<file path="src/rtl/bcd_pkg.sv">
// Shared constants, FSM state encoding and digit validity helper for the
// digit-serial BCD arithmetic blocks.
package bcd_pkg;

    localparam int BCD_W   = 4;
    localparam int BCD_MAX = 9;

    typedef enum logic [1:0] {
        IDLE = 2'd0,
        SUB  = 2'd1,
        NEG  = 2'd2,
        DONE = 2'd3
    } state_t;

    function automatic logic is_bcd_digit(input logic [BCD_W-1:0] d);
        return (d <= BCD_W'(BCD_MAX));
    endfunction

endpackage

</file>
<file path="src/rtl/bcd_digit_sub.sv">
// One-digit BCD subtractor: d = x - y - bin, corrected into 0..9 with a
// borrow out whenever the raw difference goes negative.
module bcd_digit_sub
    import bcd_pkg::*;
(
    input  logic [BCD_W-1:0] x,
    input  logic [BCD_W-1:0] y,
    input  logic             bin,
    output logic [BCD_W-1:0] d,
    output logic             bout
);

    // One extra bit holds the sign; the most negative value is 0-9-1 = -10.
    logic [BCD_W:0] t;

    always_comb begin
        t    = {1'b0, x} - {1'b0, y} - {{BCD_W{1'b0}}, bin};
        bout = t[BCD_W];
        d    = bout ? (t[BCD_W-1:0] + BCD_W'(10)) : t[BCD_W-1:0];
    end

endmodule

</file>
<file path="src/rtl/bcd_serial_subtractor.sv">
// Digit-serial packed-BCD |a - b| in sign-magnitude form: a borrow-chained
// subtract pass, then a ten's-complement pass when the result is negative.
module bcd_serial_subtractor
    import bcd_pkg::*;
#(
    parameter int NDIG = 4
) (
    input  logic                clk,
    input  logic                rst,
    input  logic                start,
    input  logic [BCD_W*NDIG-1:0] a,
    input  logic [BCD_W*NDIG-1:0] b,
    output logic                busy,
    output logic                done,
    output logic [BCD_W*NDIG-1:0] diff,
    output logic                neg,
    output logic                err
);

    localparam int W     = BCD_W * NDIG;
    localparam int CNT_W = $clog2(NDIG + 1);

    // Handshake: start is accepted on any edge where the FSM sits in IDLE or
    // DONE; it is ignored otherwise. done is a one-cycle pulse that coincides
    // with diff/neg/err being updated, and busy drops on that same edge.

    state_t             state, state_nxt;
    logic [W-1:0]       a_sh, b_sh, res, res_shift;
    logic [CNT_W-1:0]   cnt;
    logic               borrow, neg_r, err_r;
    logic               ops_ok, accept, last_dig;
    logic [BCD_W-1:0]   sub_x, sub_y, sub_d;
    logic               sub_bout;

    always_comb begin
        ops_ok = 1'b1;
        for (int i = 0; i < NDIG; i++) begin
            if (!is_bcd_digit(a[i*BCD_W +: BCD_W]) || !is_bcd_digit(b[i*BCD_W +: BCD_W]))
                ops_ok = 1'b0;
        end
    end

    assign accept   = start && ((state == IDLE) || (state == DONE));
    assign last_dig = (cnt == CNT_W'(NDIG - 1));

    // One digit slice serves both passes; NEG subtracts the result from zero.
    always_comb begin
        sub_x = (state == NEG) ? '0 : a_sh[BCD_W-1:0];
        sub_y = (state == NEG) ? res[BCD_W-1:0] : b_sh[BCD_W-1:0];
    end

    bcd_digit_sub u_digit_sub (
        .x    (sub_x),
        .y    (sub_y),
        .bin  (borrow),
        .d    (sub_d),
        .bout (sub_bout)
    );

    // New digits enter at the MSD end so digit 0 ends up in bits [3:0].
    assign res_shift = (res >> BCD_W) | (W'(sub_d) << (W - BCD_W));

    always_ff @(posedge clk) begin
        if (rst) state <= IDLE;
        else     state <= state_nxt;
    end

    always_comb begin
        state_nxt = state;
        unique case (state)
            IDLE: if (accept) state_nxt = ops_ok ? SUB : DONE;
            SUB:  if (last_dig) state_nxt = sub_bout ? NEG : DONE;
            NEG:  if (last_dig) state_nxt = DONE;
            DONE: begin
                if (accept) state_nxt = ops_ok ? SUB : DONE;
                else        state_nxt = IDLE;
            end
            default: state_nxt = IDLE;
        endcase
    end

    always_ff @(posedge clk) begin
        if (rst) begin
            a_sh   <= '0;
            b_sh   <= '0;
            res    <= '0;
            cnt    <= '0;
            borrow <= 1'b0;
            neg_r  <= 1'b0;
            err_r  <= 1'b0;
        end else begin
            unique case (state)
                IDLE, DONE: begin
                    if (accept) begin
                        a_sh   <= a;
                        b_sh   <= b;
                        res    <= '0;
                        cnt    <= '0;
                        borrow <= 1'b0;
                        neg_r  <= 1'b0;
                        err_r  <= !ops_ok;
                    end
                end
                SUB: begin
                    res  <= res_shift;
                    a_sh <= a_sh >> BCD_W;
                    b_sh <= b_sh >> BCD_W;
                    if (last_dig) begin
                        cnt    <= '0;
                        borrow <= 1'b0;
                    end else begin
                        cnt    <= cnt + CNT_W'(1);
                        borrow <= sub_bout;
                    end
                end
                NEG: begin
                    res <= res_shift;
                    if (last_dig) begin
                        cnt    <= '0;
                        borrow <= 1'b0;
                        neg_r  <= 1'b1;
                    end else begin
                        cnt    <= cnt + CNT_W'(1);
                        borrow <= sub_bout;
                    end
                end
                default: ;
            endcase
        end
    end

    // Outputs update only on leaving DONE, so partial results never show.
    always_ff @(posedge clk) begin
        if (rst) begin
            busy <= 1'b0;
            done <= 1'b0;
            diff <= '0;
            neg  <= 1'b0;
            err  <= 1'b0;
        end else begin
            busy <= (state == SUB) || (state == NEG) ||
                    (state_nxt == SUB) || (state_nxt == NEG);
            done <= (state == DONE);
            if (state == DONE) begin
                diff <= res;
                neg  <= neg_r;
                err  <= err_r;
            end
        end
    end

endmodule

</file>
<file path="config.mk">
export PLATFORM = sky130hd
export DESIGN_NAME = bcd_serial_subtractor
export DESIGN_NICKNAME = d
export VERILOG_FILES = /design/src/rtl/bcd_pkg.sv /design/src/rtl/bcd_digit_sub.sv /design/src/rtl/bcd_serial_subtractor.sv
export SDC_FILE = /design/constraint.sdc
export NUM_CORES = 1
export LEC_CHECK = 0
export BUFFER_PORTS_ARGS = -buffer_cell sky130_fd_sc_hd__clkbuf_2
export CAP_MARGIN = 20
export CORE_ASPECT_RATIO = 0.75
export CORE_MARGIN = 3
export CORE_UTILIZATION = 58
export CTS_BUF_LIST = sky130_fd_sc_hd__clkbuf_8
export DETAILED_ROUTE_END_ITERATION = 12
export GPL_ROUTABILITY_DRIVEN = 0
export PLACE_DENSITY = 0.79
export SYNTH_ARGS = -nofsm -noshare
export SYNTH_HDL_FRONTEND = slang
export SYNTH_SLANG_ARGS = --single-unit
</file>
<file path="constraint.sdc">
create_clock -name clk -period 3.9 [get_ports clk]
set_input_delay 0.78 -clock clk [delete_from_list [all_inputs] [get_ports clk]]
set_output_delay 0.78 -clock clk [all_outputs]
set_load 0.02 [all_outputs]
</file>
Yosys cells after proc, flatten, opt, wreduce, memory -nomap -nowiden
Cells that the tools add are included.
{ "word_totals": {"regBits": 76, "in_bits": 35, "output_inout_bits": 20, "word_cells": 88} }
{ "op_classes": {"addsub": 4, "n_lt_le_gt_ge": 8, "n_eq_ne": 8, "mux": 28, "bitwise": 1, "n_reduce_logical": 26} }
{ "op_table": {"columns": ["operator", "count"], "rows": [
  ["case mux 16 bit (2 select lines)", 3],
  ["two-way mux 16 bit", 3],
  ["less-or-equal comparator 4 bit, second input constant", 8],
  ["bitwise OR 12 x 16 -> 16 bit", 1],
  ["two-way mux 4 bit", 3],
  ["two-way mux 2 bit", 5],
  ["zero test 1 bit", 9],
  ["logical OR 1 bit", 8],
  ["two-way mux 1 bit", 8],
  ["case mux 2 bit (4 select lines)", 1],
  ["equality test 2 bit, second input constant", 3],
  ["two-way mux 3 bit", 2],
  ["case mux 3 bit (2 select lines)", 1],
  ["subtractor 4 x 4 -> 5 bit", 1],
  ["subtractor 5 x 1 -> 5 bit", 1],
  ["adder 4 bit, second input constant", 1],
  ["equality test 2 x 1 -> 1 bit, second input constant", 2],
  ["!= test 2 bit, second input constant", 2],
  ["case mux 1 bit (2 select lines)", 2],
  ["AND reduction 2 bit", 2],
  ["nonzero test 2 bit", 2],
  ["OR reduction 2 bit", 2],
  ["adder 3 x 1 -> 3 bit, second input constant", 1],
  ["equality test 3 x 2 -> 1 bit, second input constant", 1],
  ["other kinds (3)", 3]
]} }

Depth between registers and ports, before layout
{ "depth": {"ltp_word": 13, "depth_mapped": 12, "mapped_depth_nobuf": 11} }

Hierarchy
From an unflattened synthesis, not the netlist that was laid out.
{ "unflattened": {"cells_unflattened": 375, "hier_area_um2": 3482.1} }
{ "by_module_without_submodules": {"columns": ["module", "instances", "cells_each", "area_per_inst_um2", "seq_area_each_um2"], "rows": [
  ["bcd_serial_subtractor", 1, 343, 3208.1, 1521.5],
  ["bcd_digit_sub", 1, 32, 274.0, 0.0]
]} }

Worst setup path after synthesis
Ideal clock, no wire load.
{ "synth_timing": {"path_type": "reg2reg", "start": "register state[0]", "end": "register res[14]", "setup_time_ps": 115, "t_arrival_ps": 2694, "required_ps": 3785, "slack_ps": 1091, "stages_incl_launch_ff": 12, "path_buffers": 1, "period_less_slack_ps": 2809, "cell_sequence": "dfxtp_1 inv_1 ha_1 clkbuf_8 mux2_2 fa_1 inv_1 fa_1 ha_1 o21bai_1 o311a_1 o21ba_1"} }
{ "synth_via": {"elab_chain_cells": 8, "word_cells_on_any_way": 17, "cone_classes": "3 x add/sub; 4 x eq/ne; 4 x mux; 1 x bitwise; 5 x reduce/logical"} }
{ "synth_lines": {"columns": ["item", "line", "source"], "rows": [
  ["start, declared", "bcd_serial_subtractor.sv:27", "state_t state, state_nxt;"],
  ["start signal, assigned", "bcd_serial_subtractor.sv:65", "else state <= state_nxt;"],
  ["equality test 2 bit", "bcd_serial_subtractor.sv:48, bcd_serial_subtractor.sv:49, bcd_serial_subtractor.sv:92", null],
  ["two-way mux 4 bit (on tied branches)", "bcd_serial_subtractor.sv:48, bcd_serial_subtractor.sv:49", null],
  ["subtractor 4 x 4 -> 5 bit", "bcd_digit_sub.sv:17", "t = {1'b0, x} - {1'b0, y} - {{BCD_W{1'b0}}, bin};"],
  ["subtractor 5 x 1 -> 5 bit", "bcd_digit_sub.sv:17", null],
  ["adder 4 bit", "bcd_digit_sub.sv:19", "d = bout ? (t[BCD_W-1:0] + BCD_W'(10)) : t[BCD_W-1:0];"],
  ["two-way mux 4 bit", "bcd_digit_sub.sv:19", null],
  ["bitwise OR 12 x 16 -> 16 bit", "bcd_serial_subtractor.sv:61", "assign res_shift = (res >> BCD_W) | (W'(sub_d) << (W - BCD_W));"],
  ["case mux 16 bit (2 select lines)", "bcd_serial_subtractor.sv:92", "unique case (state)"],
  ["end signal, assigned", "bcd_serial_subtractor.sv:105", "res <= res_shift;"],
  ["end signal, assigned", "bcd_serial_subtractor.sv:117", "res <= res_shift;"],
  ["end, declared", "bcd_serial_subtractor.sv:28", "logic [W-1:0] a_sh, b_sh, res, res_shift;"]
]} }
Parallel ways exist; a longest one is shown, timed or not.
A chain may end at the register's enable or synchronous reset.

Worst setup path in the final report
Ends and elaborated chain as after synthesis.

==> impl_metrics.yaml <==
outcome:
  status: "finished clean"
floorplanning:
  core_area_um2: 5530
  pin_count: 55
  die_area_um2: 6890
  dieWidth_um: 94.8
  die_y_um: 72.6
  floorplan.initialDensity_pct: 62.1
  num_rows: 23
final_layout:
  num-fill-cells: 447
  area_delta_synth_final_pct: 14.7
  drive_above_1_share_pct: 20.0
  final_common_cell: "dfxtp_1"
  final_cell_mix: "dfxtp_1, nor2_1, clkbuf_2, mux2i_1, a211oi_1"
  stdcell_count: 494
  nets: 462
  n_antenna_cell: 0
pwr:
  combPwrFrac_pct: 41.6
  vdd_ir_drop_max_v: 0.000500
  intPower_w: 0.00186
  power_density_nw_per_um2: 750
  pwr-share-clk_pct: 21.9
  p_seq_share_pct: 36.5
  switching_power_w: 0.00109
  p_sw_share_pct: 36.9
  total_leakage_power_nw: 1.65
synth:
  avgSynthCellArea_um2: 9.35
  synth_cell_types: 45
  ys_seq_area_share_pct: 44.3
  yosys_warnings: 0
  syn-num-nets: 414
  ys_ff_latch: 76
  synth_edf_count: 0
  post_synth_instance_area_um2: 3430
  synth_top_area_cell: "dfxtp_1"
  postSynthCellCount: 367
  ys.flop_type: "dfxtp_1"
  netlist_top_cells_area: "dfxtp_1, mux2i_1, nor2_1"
  async_flop_share_pct: 0
  synth_top_area_share_pct: 44.3
sta:
  fin_tns_setup_ns: 0
  fin_ws_ns: 0.798
  slew_violations: 0
  worst_slew_pin_slew_ns: 0.728
  setup_viol: 0
  slew_headroom_pct: 51.5
  fmax_mhz: 322
  rsz0062_at_grt: "false"
  hold_viol_final: 0
  min_period_ns: 3.10
  finalClockSkew_ns: 0.00892
  min_period_over_period_pct: 79.5
setup_path:
  crit_required_ns: 4.14
  critPathTopFamily: "adder cells"
  cp_cell_sequence: "inv_1, ha_1, mux2_2, fa_1, inv_1, fa_1, ha_1, o21bai_1, o311a_1, o21ba_1"
  path_class: "flop to flop"
  rrSetupSlack_ns: 0.80
  cp_slowest_stage_delay_ns: 0.46
  cpMaxStageDelayCell: "fa_1"
  cp-start-kind: "flop"
  cp.buffers_inverters: 2
  arrival_ns: 3.35
  crit_fanout: 13
  end_kind: "flop"
clock_network:
  cts_sinks: 76
  htreeDepth: 3
  root_buffer: "clkbuf_8"
  cts_setup_buffers: 0
  post_cts_resize_count: 0
  clock_path_buffers: 2
  cts_tree: "built"
  cts_buffers: 9
  path_clk_slew_ns: 0.08
  cts_hold_buf: 0
  clk_latency_ns: 0.35
detailed_routing:
  num_vias: 2779
  wl_um: 7210
  ant_nets: 0
  drt_iter0_markers: 146
  drcViolationCount: 0
  dr.pass1.iters: 4
  viasPerCell: 5.63
  routedWlPerCell_um: 14.6
grt:
  grt_usage_pct: 22.5
  overflow: 0
  grt_pass1_vias: 2536
  grt_max_degree: 49
  grt_pass1_wl_um: 12100
  antenna_found_initial: 0
place:
  hpwlAfterDp_um: 5140
  dp_cells: 479
  io_buffer_count: 54
  place_ws_ns: 0.839
flow_run:
  max_cap_violations: 0
min_path:
  worstHoldPathType: "flop to flop"
[Yosys cell counts, types with 3 or more instances]
cell type   n
mux2_2      3
a211oi_1   25
mux2i_1    44
and3_1     14
a21oi_1    20
nor2_1     74
inv_1       9
a22oi_1     8
nand4_1     3
nand2_1     6
nor3_1      3
buf_2       8
buf_1       4
o21ai_0    12
nand2b_1    3
ha_1       10
nand3_1     3
dfxtp_1    76
clkbuf_1    9
[sequential cells by signal, summed over array words and instances, names as in the netlist]
| register | cells |
|---|---|
| err_r | 1 |
| cnt | 3 |
| diff | 16 |
| neg | 1 |
| neg_r | 1 |
| busy | 1 |
| borrow | 1 |
| b_sh | 16 |
| err | 1 |
| state | 2 |
| done | 1 |
| res | 16 |
| a_sh | 16 |
[through the flow]
| step | util, % | power, W | instance area [um^2] | hold WS, ns |
|---|---|---|---|---|
| finish | 71.2 | 0.00295 | 3940 | 0.441 |
| global route | 71.2 | 0.00317 | 3940 | 0.475 |
| CTS | 71.2 | 0.00297 | 3940 | 0.441 |
| detailed placement | 67.3 | 0.00232 | 3720 | 0.431 |
| global placement | 67.3 | 0.00227 | 3720 | 0.422 |
| floorplan | - | 0.00209 | 3430 | 0.410 |
[power groups by stage]
stage                     Combinational (W)  Sequential (W)  Clock, W
after CTS                           0.00124         0.00108  0.000655
final                               0.00123         0.00108  0.000646
after global routing                0.00138         0.00110  0.000689
after floorplan                     0.00102         0.00106         0
after detailed placement            0.00123         0.00109         0
after global placement              0.00118         0.00108         0
[worst paths after layout]
path              cells after the start  startpoint  endpoint
setup / recovery                     10    state[0]   res[14]
hold / removal                        2      cnt[2]    cnt[2]
setup reg to reg                     10    state[0]   res[14]
hold reg to reg                       2      cnt[2]    cnt[2]
[cell type report]
class                      instances  area (um^2)  area share (%)
clock inverter                     6         90.1            2.29
clock buffer                       9          124            3.15
sequential                        76         1520            38.7
timing repair buffer              61          323            8.20
tap                               75         93.8            2.38
inverter                           9         33.8           0.859
multi-input combinational        258         1750            44.5
[routing by layer]
layer	global-route usage (%)	routed length, um	vias up
met5	0	0	-
met4	4.96	56	0
met3	6.91	564	7
met2	34.1	3220	84
met1	31.7	3370	1286
li1	-	-	1402
[cell families (layout without fill, tap and decap cells)]
logic type	count (synthesis)	after routing	share of synthesized area, %
muxes	47	47	13.8
and+or+nand+nor	114	114	15.1
AOI/OAI and AO/OA	82	82	16.5
xor gates and xnor gates	3	3	0.766
adders and majority gates	12	12	4.81
buffers and inverters	33	85	4.70
DFF	76	76	44.3
[worst min-delay path, stage by stage (launching register included)]
cell	delay (ns)
dfxtp_1	0.31
inv_1	0.04
a2111oi_0	0.04
No activity file was read; power rests on OpenSTA's default activity.
